$ cat src/rtl/channel_rx_buffer.sv
// Receiving end of one router channel: a first-word-fall-through circular
// FIFO with registered back-pressure (busy) and sticky overflow/underflow flags.

`ifndef HDR_SZ
`define HDR_SZ 2
`endif
`ifndef PL_SZ
`define PL_SZ 6
`endif
`ifndef ADDR_SZ
`define ADDR_SZ 4
`endif

module channel_rx_buffer #(
  parameter int ITEM_W     = `HDR_SZ + `PL_SZ + `ADDR_SZ,
  parameter int DEPTH      = 4,
  parameter int BUSY_SLACK = 0,
  parameter int CNT_W      = 3
) (
  input  logic              clk,
  input  logic              reset,
  input  logic              ena,
  input  logic [ITEM_W-1:0] item_in,
  output logic              busy,
  input  logic              read,
  output logic [ITEM_W-1:0] item_out,
  output logic              empty,
  output logic [CNT_W-1:0]  occupancy,
  output logic              overflow,
  output logic              underflow
);

  localparam int PTR_W = (DEPTH > 1) ? $clog2(DEPTH) : 1;

  localparam logic [CNT_W-1:0] L_DEPTH   = CNT_W'(DEPTH);
  localparam logic [CNT_W-1:0] L_BUSY_TH = CNT_W'(DEPTH - BUSY_SLACK);
  localparam logic [CNT_W-1:0] L_CNT_ONE = CNT_W'(1);
  localparam logic [PTR_W-1:0] L_LAST    = PTR_W'(DEPTH - 1);
  localparam logic [PTR_W-1:0] L_PTR_ONE = PTR_W'(1);

  logic [ITEM_W-1:0] r_mem [DEPTH];
  logic [PTR_W-1:0]  r_rd_ptr;
  logic [PTR_W-1:0]  r_wr_ptr;
  logic [CNT_W-1:0]  r_occ;
  logic              r_overflow;
  logic              r_underflow;

  logic w_full;
  logic w_empty;
  logic w_pop;
  logic w_push;

  // Status and handshake decode; busy/empty come from registered occupancy only,
  // so nothing here is combinational from ena or read to busy.
  always_comb begin
    w_full    = (r_occ == L_DEPTH);
    w_empty   = (r_occ == '0);
    w_pop     = read & ~w_empty;
    w_push    = ena & (~w_full | w_pop);
    busy      = (r_occ >= L_BUSY_TH);
    empty     = w_empty;
    occupancy = r_occ;
    overflow  = r_overflow;
    underflow = r_underflow;
    item_out  = w_empty ? '0 : r_mem[r_rd_ptr];
  end

  // Pointer, occupancy and sticky error flag state; reset wins over any strobe.
  always_ff @(posedge clk) begin
    if (reset) begin
      r_rd_ptr    <= '0;
      r_wr_ptr    <= '0;
      r_occ       <= '0;
      r_overflow  <= 1'b0;
      r_underflow <= 1'b0;
    end else begin
      if (w_push) r_wr_ptr <= (r_wr_ptr == L_LAST) ? '0 : r_wr_ptr + L_PTR_ONE;
      if (w_pop)  r_rd_ptr <= (r_rd_ptr == L_LAST) ? '0 : r_rd_ptr + L_PTR_ONE;
      case ({w_push, w_pop})
        2'b10:   r_occ <= r_occ + L_CNT_ONE;
        2'b01:   r_occ <= r_occ - L_CNT_ONE;
        default: r_occ <= r_occ;
      endcase
      if (ena & ~w_push)   r_overflow  <= 1'b1;
      if (read & w_empty)  r_underflow <= 1'b1;
    end
  end

  // Item storage; contents are not cleared, visibility is governed by occupancy.
  always_ff @(posedge clk) begin
    if (!reset && w_push) r_mem[r_wr_ptr] <= item_in;
  end

endmodule

$ cat config.mk
export PLATFORM = sky130hd
export DESIGN_NAME = channel_rx_buffer
export DESIGN_NICKNAME = d
export VERILOG_FILES = /design/src/rtl/channel_rx_buffer.sv
export SDC_FILE = /design/constraint.sdc
export NUM_CORES = 1
export LEC_CHECK = 0
export ABC_AREA = 1
export CAP_MARGIN = 20
export CORE_ASPECT_RATIO = 0.5
export CORE_MARGIN = 5
export CORE_UTILIZATION = 46
export CTS_BUF_LIST = sky130_fd_sc_hd__clkbuf_8
export CTS_CLUSTER_DIAMETER = 120
export DETAILED_ROUTE_END_ITERATION = 7
export PLACE_DENSITY = 0.69
export SLEW_MARGIN = 20
export SYNTH_ARGS = -nofsm -noshare
export SYNTH_HDL_FRONTEND = slang
export SYNTH_SLANG_ARGS = --single-unit
$ cat constraint.sdc
create_clock -name clk -period 4.51 [get_ports clk]
set_input_delay 1.353 -clock clk [delete_from_list [all_inputs] [get_ports clk]]
set_output_delay 1.353 -clock clk [all_outputs]
set_load 0.1 [all_outputs]
==> run metrics <==
via count of the first global-routing pass=about 1700; DRC Markers=0; hold slack=between 0.4 and 0.5 ns; Placed Area=approximately 2900 sq um; fmax=between 200 and 300 MHz; Slew @ Worst Pin=approximately 0.98 ns; crit end category=primary output; Initial Util=between 40 and 50%; CTS tree=yes; final slew viol count=0; Synth Instances=between 200 and 250; die area=between 6000 and 7000 sq um; Seq/Total Area, Yosys=around two thirds; num ports=35; Hold Path Stages=2; commonest non-fill, non-tap cells in the layout=nor2_1 (60), edfxtp_1 (48), o21ai_0 (27); Core ar.=5045 sq um; # diodes=0; WL final=between 4000 and 5000 um; asr flop ratio synth=0%; critical-path maximum fanout=18; number of synthesized register bits=about 60; Post-CTS Setup Inserts=0; max-cap viol count=0; placed wire-length estimate=around 3100 um; via count=~1600; row cnt=18; Post-Place Setup Slack=between 1 and 1.5 ns; # clock sinks=59; # resized after CTS=0; Critical Path Slowest Stage Cell=dfxtp_1; Initial DRT Pass Iterations=4; number of vias per cell=4.901; Slew headroom=34.40%; syn nets=about 240; Total GRT Usage=roughly 15%; RR Endpoint=occupancy[2]; Hold EP=underflow; Critical Path, Cell by Cell=buf_4 -> nor2_1 -> nor2_1 -> o21ai_0 -> a21oi_1 -> buf_4; H-tree Lvls=3; layout cells sized above 1=15.09%; CTS max path bufs=2; DRT iter0 DRCs=100; Final Hold Violating Endpoints=0; grt ovf=0; CP max stage delay=slightly above 0.7 ns; FILL cells=about 420; Final Util=roughly three fifths; Die Ht=between 60 and 70 um; Synth Warn #=0; CP startpoint kind=register; Crit Path Class=register to primary output; first-pass GRT wire length=roughly 8000 um; initial antenna violation count=0; Design Power=approximately 0.0017 W; largest net degree at the start of global routing=25; unrepaired setup endpoints after global routing=no; final-stage net count=283; PwrDens=564.9 nW/um^2; Post-CTS Hold Buffers=0; PnR worst setup slack=1.136 ns; Worst EP required=between 3 and 4 ns; final critical-path required period=3.374 ns; gp weighted congestion=0.7228; Post-DRT Antenna Nets=0; Finished Cell Area=about 3000 sq um; TritonCTS buffer count=9; count of buffers from port buffering=34; clock edge transition at the registers on the reported setup and hold paths=~0.06 ns; Setup Skew=roughly 0.0044 ns; status=completed; CTS Root Cell=clkbuf_8; fin crit share=between 70% and 80%; final setup vio count=0; FF-to-FF path depth=10; Cell Area, Synth=between 2000 and 2500 sq um; syn avg cell area=between 10 and 15 sq um; worst hold path type=register to register; Die X=~110 um; setup slack, reg-to-reg=2.80 ns; clk_lat worst skew=0.33 ns; WL/cell=approximately 14 um; reg2reg start=occupancy[0]; area added between synthesis and finish=22.23%; Hold Crit Start=underflow; Peak supply drop=roughly 0.23 mV; synth unique cells=25; WP data arrival=between 2 and 2.5 ns; Post-synth EDFFs=48; Most used DFF post-synth=edfxtp_1; commonest non-fill, non-tap cell in the layout=nor2_1; Static Leak=1.152 nW
[state kept, by name, summed over array words and instances, names as in the netlist, named ones only]
signal and cells:
r_wr_ptr 2, underflow 1, r_mem 48, overflow 1
r_rd_ptr 2, occupancy 3
[cells by family after synthesis]
group                      Yosys count  synth area share (%)
and+or+nand+nor                     80                 14.24
AOI/OAI and AO/OA                   46                 10.12
adders and majority gates            6                 3.357
buffers and inverters               28                 4.730
DFF                                 59                 67.55
[critical path, delay by kind of cell, from the launching register on]
family / cells / cell delay, ns
flip-flops: 1 / 0.72
buffers and inverters: 2 / 0.58
AO/OA/AOI/OAI: 2 / 0.26
AND/OR/NAND/NOR: 2 / 0.12
[metal layers]
| layer | routed length, um | share of wire [%] | global-route usage (%) | up-vias |
|---|---|---|---|---|
| li1 | - | - | - | 825 |
| met1 | 2044 | 43 | 17.10 | 762 |
| met2 | 2275 | 48 | 26.60 | 46 |
| met3 | 312 | 6.6 | 6.480 | 9 |
| met4 | 94 | 2.0 | 8.219 | 0 |
| met5 | 0 | 0 | 0 | - |
[worst max-delay path by stage]
stage | endpoint | slack, ns | start | depth (start not counted)
2_1_floorplan | item_out[10] | -0.17 | occupancy[2] | 5
3_3_place_gp | occupancy[2] | 1.46 | read | 9
3_5_place_dp | occupancy[2] | 1.41 | read | 9
4_1_cts | item_out[9] | 1.10 | register | 6
5_1_grt | item_out[11] | 0.93 | register | 6
6_report | item_out[9] | 1.14 | register | 6
[per-stage QoR]
step	instances	TNS (ns)
finish	335	0
global route	335	0
CTS	335	0
detailed placement	320	0
global placement	320	0
floorplan	219	-1.531
[power by group]
part | switching (W) | internal [W] | total [W]
combinational | 0.000537 | 0.000147 | 0.000685
clock | 0.000184 | 0.000186 | 0.000370
sequential | 0.0000240 | 0.000620 | 0.000644
total | 0.000746 | 0.000953 | 0.00170
[final cells by class]
cell class / instances / area, sq um / area share [%]
Multi-Input combinational cell: 132 / 681.9 / 22.68
Timing Repair Buffer: 40 / 352.8 / 11.74
Inverter: 19 / 73.82 / 2.455
Sequential cell: 59 / 1662 / 55.26
Clock inverter: 6 / 25.02 / 0.8323
Clock buffer: 9 / 123.9 / 4.120
Tap cell: 70 / 87.58 / 2.913
[Yosys cell counts (2+ instances only)]
cell type  number  area share [%]
nand3_1         4            0.81
dfxtp_1        11             9.0
nand4_1         2            0.51
nand2_4         3             1.4
ha_1            5             2.5
inv_1          17             2.6
a21oi_1        16             3.3
edfxtp_1       48              59
buf_2           3            0.61
nand2_1         7             1.1
o21ai_0        27             5.5
nor2_1         60             9.2
clkbuf_1        4            0.61
(Power assumes the default switching activity.)
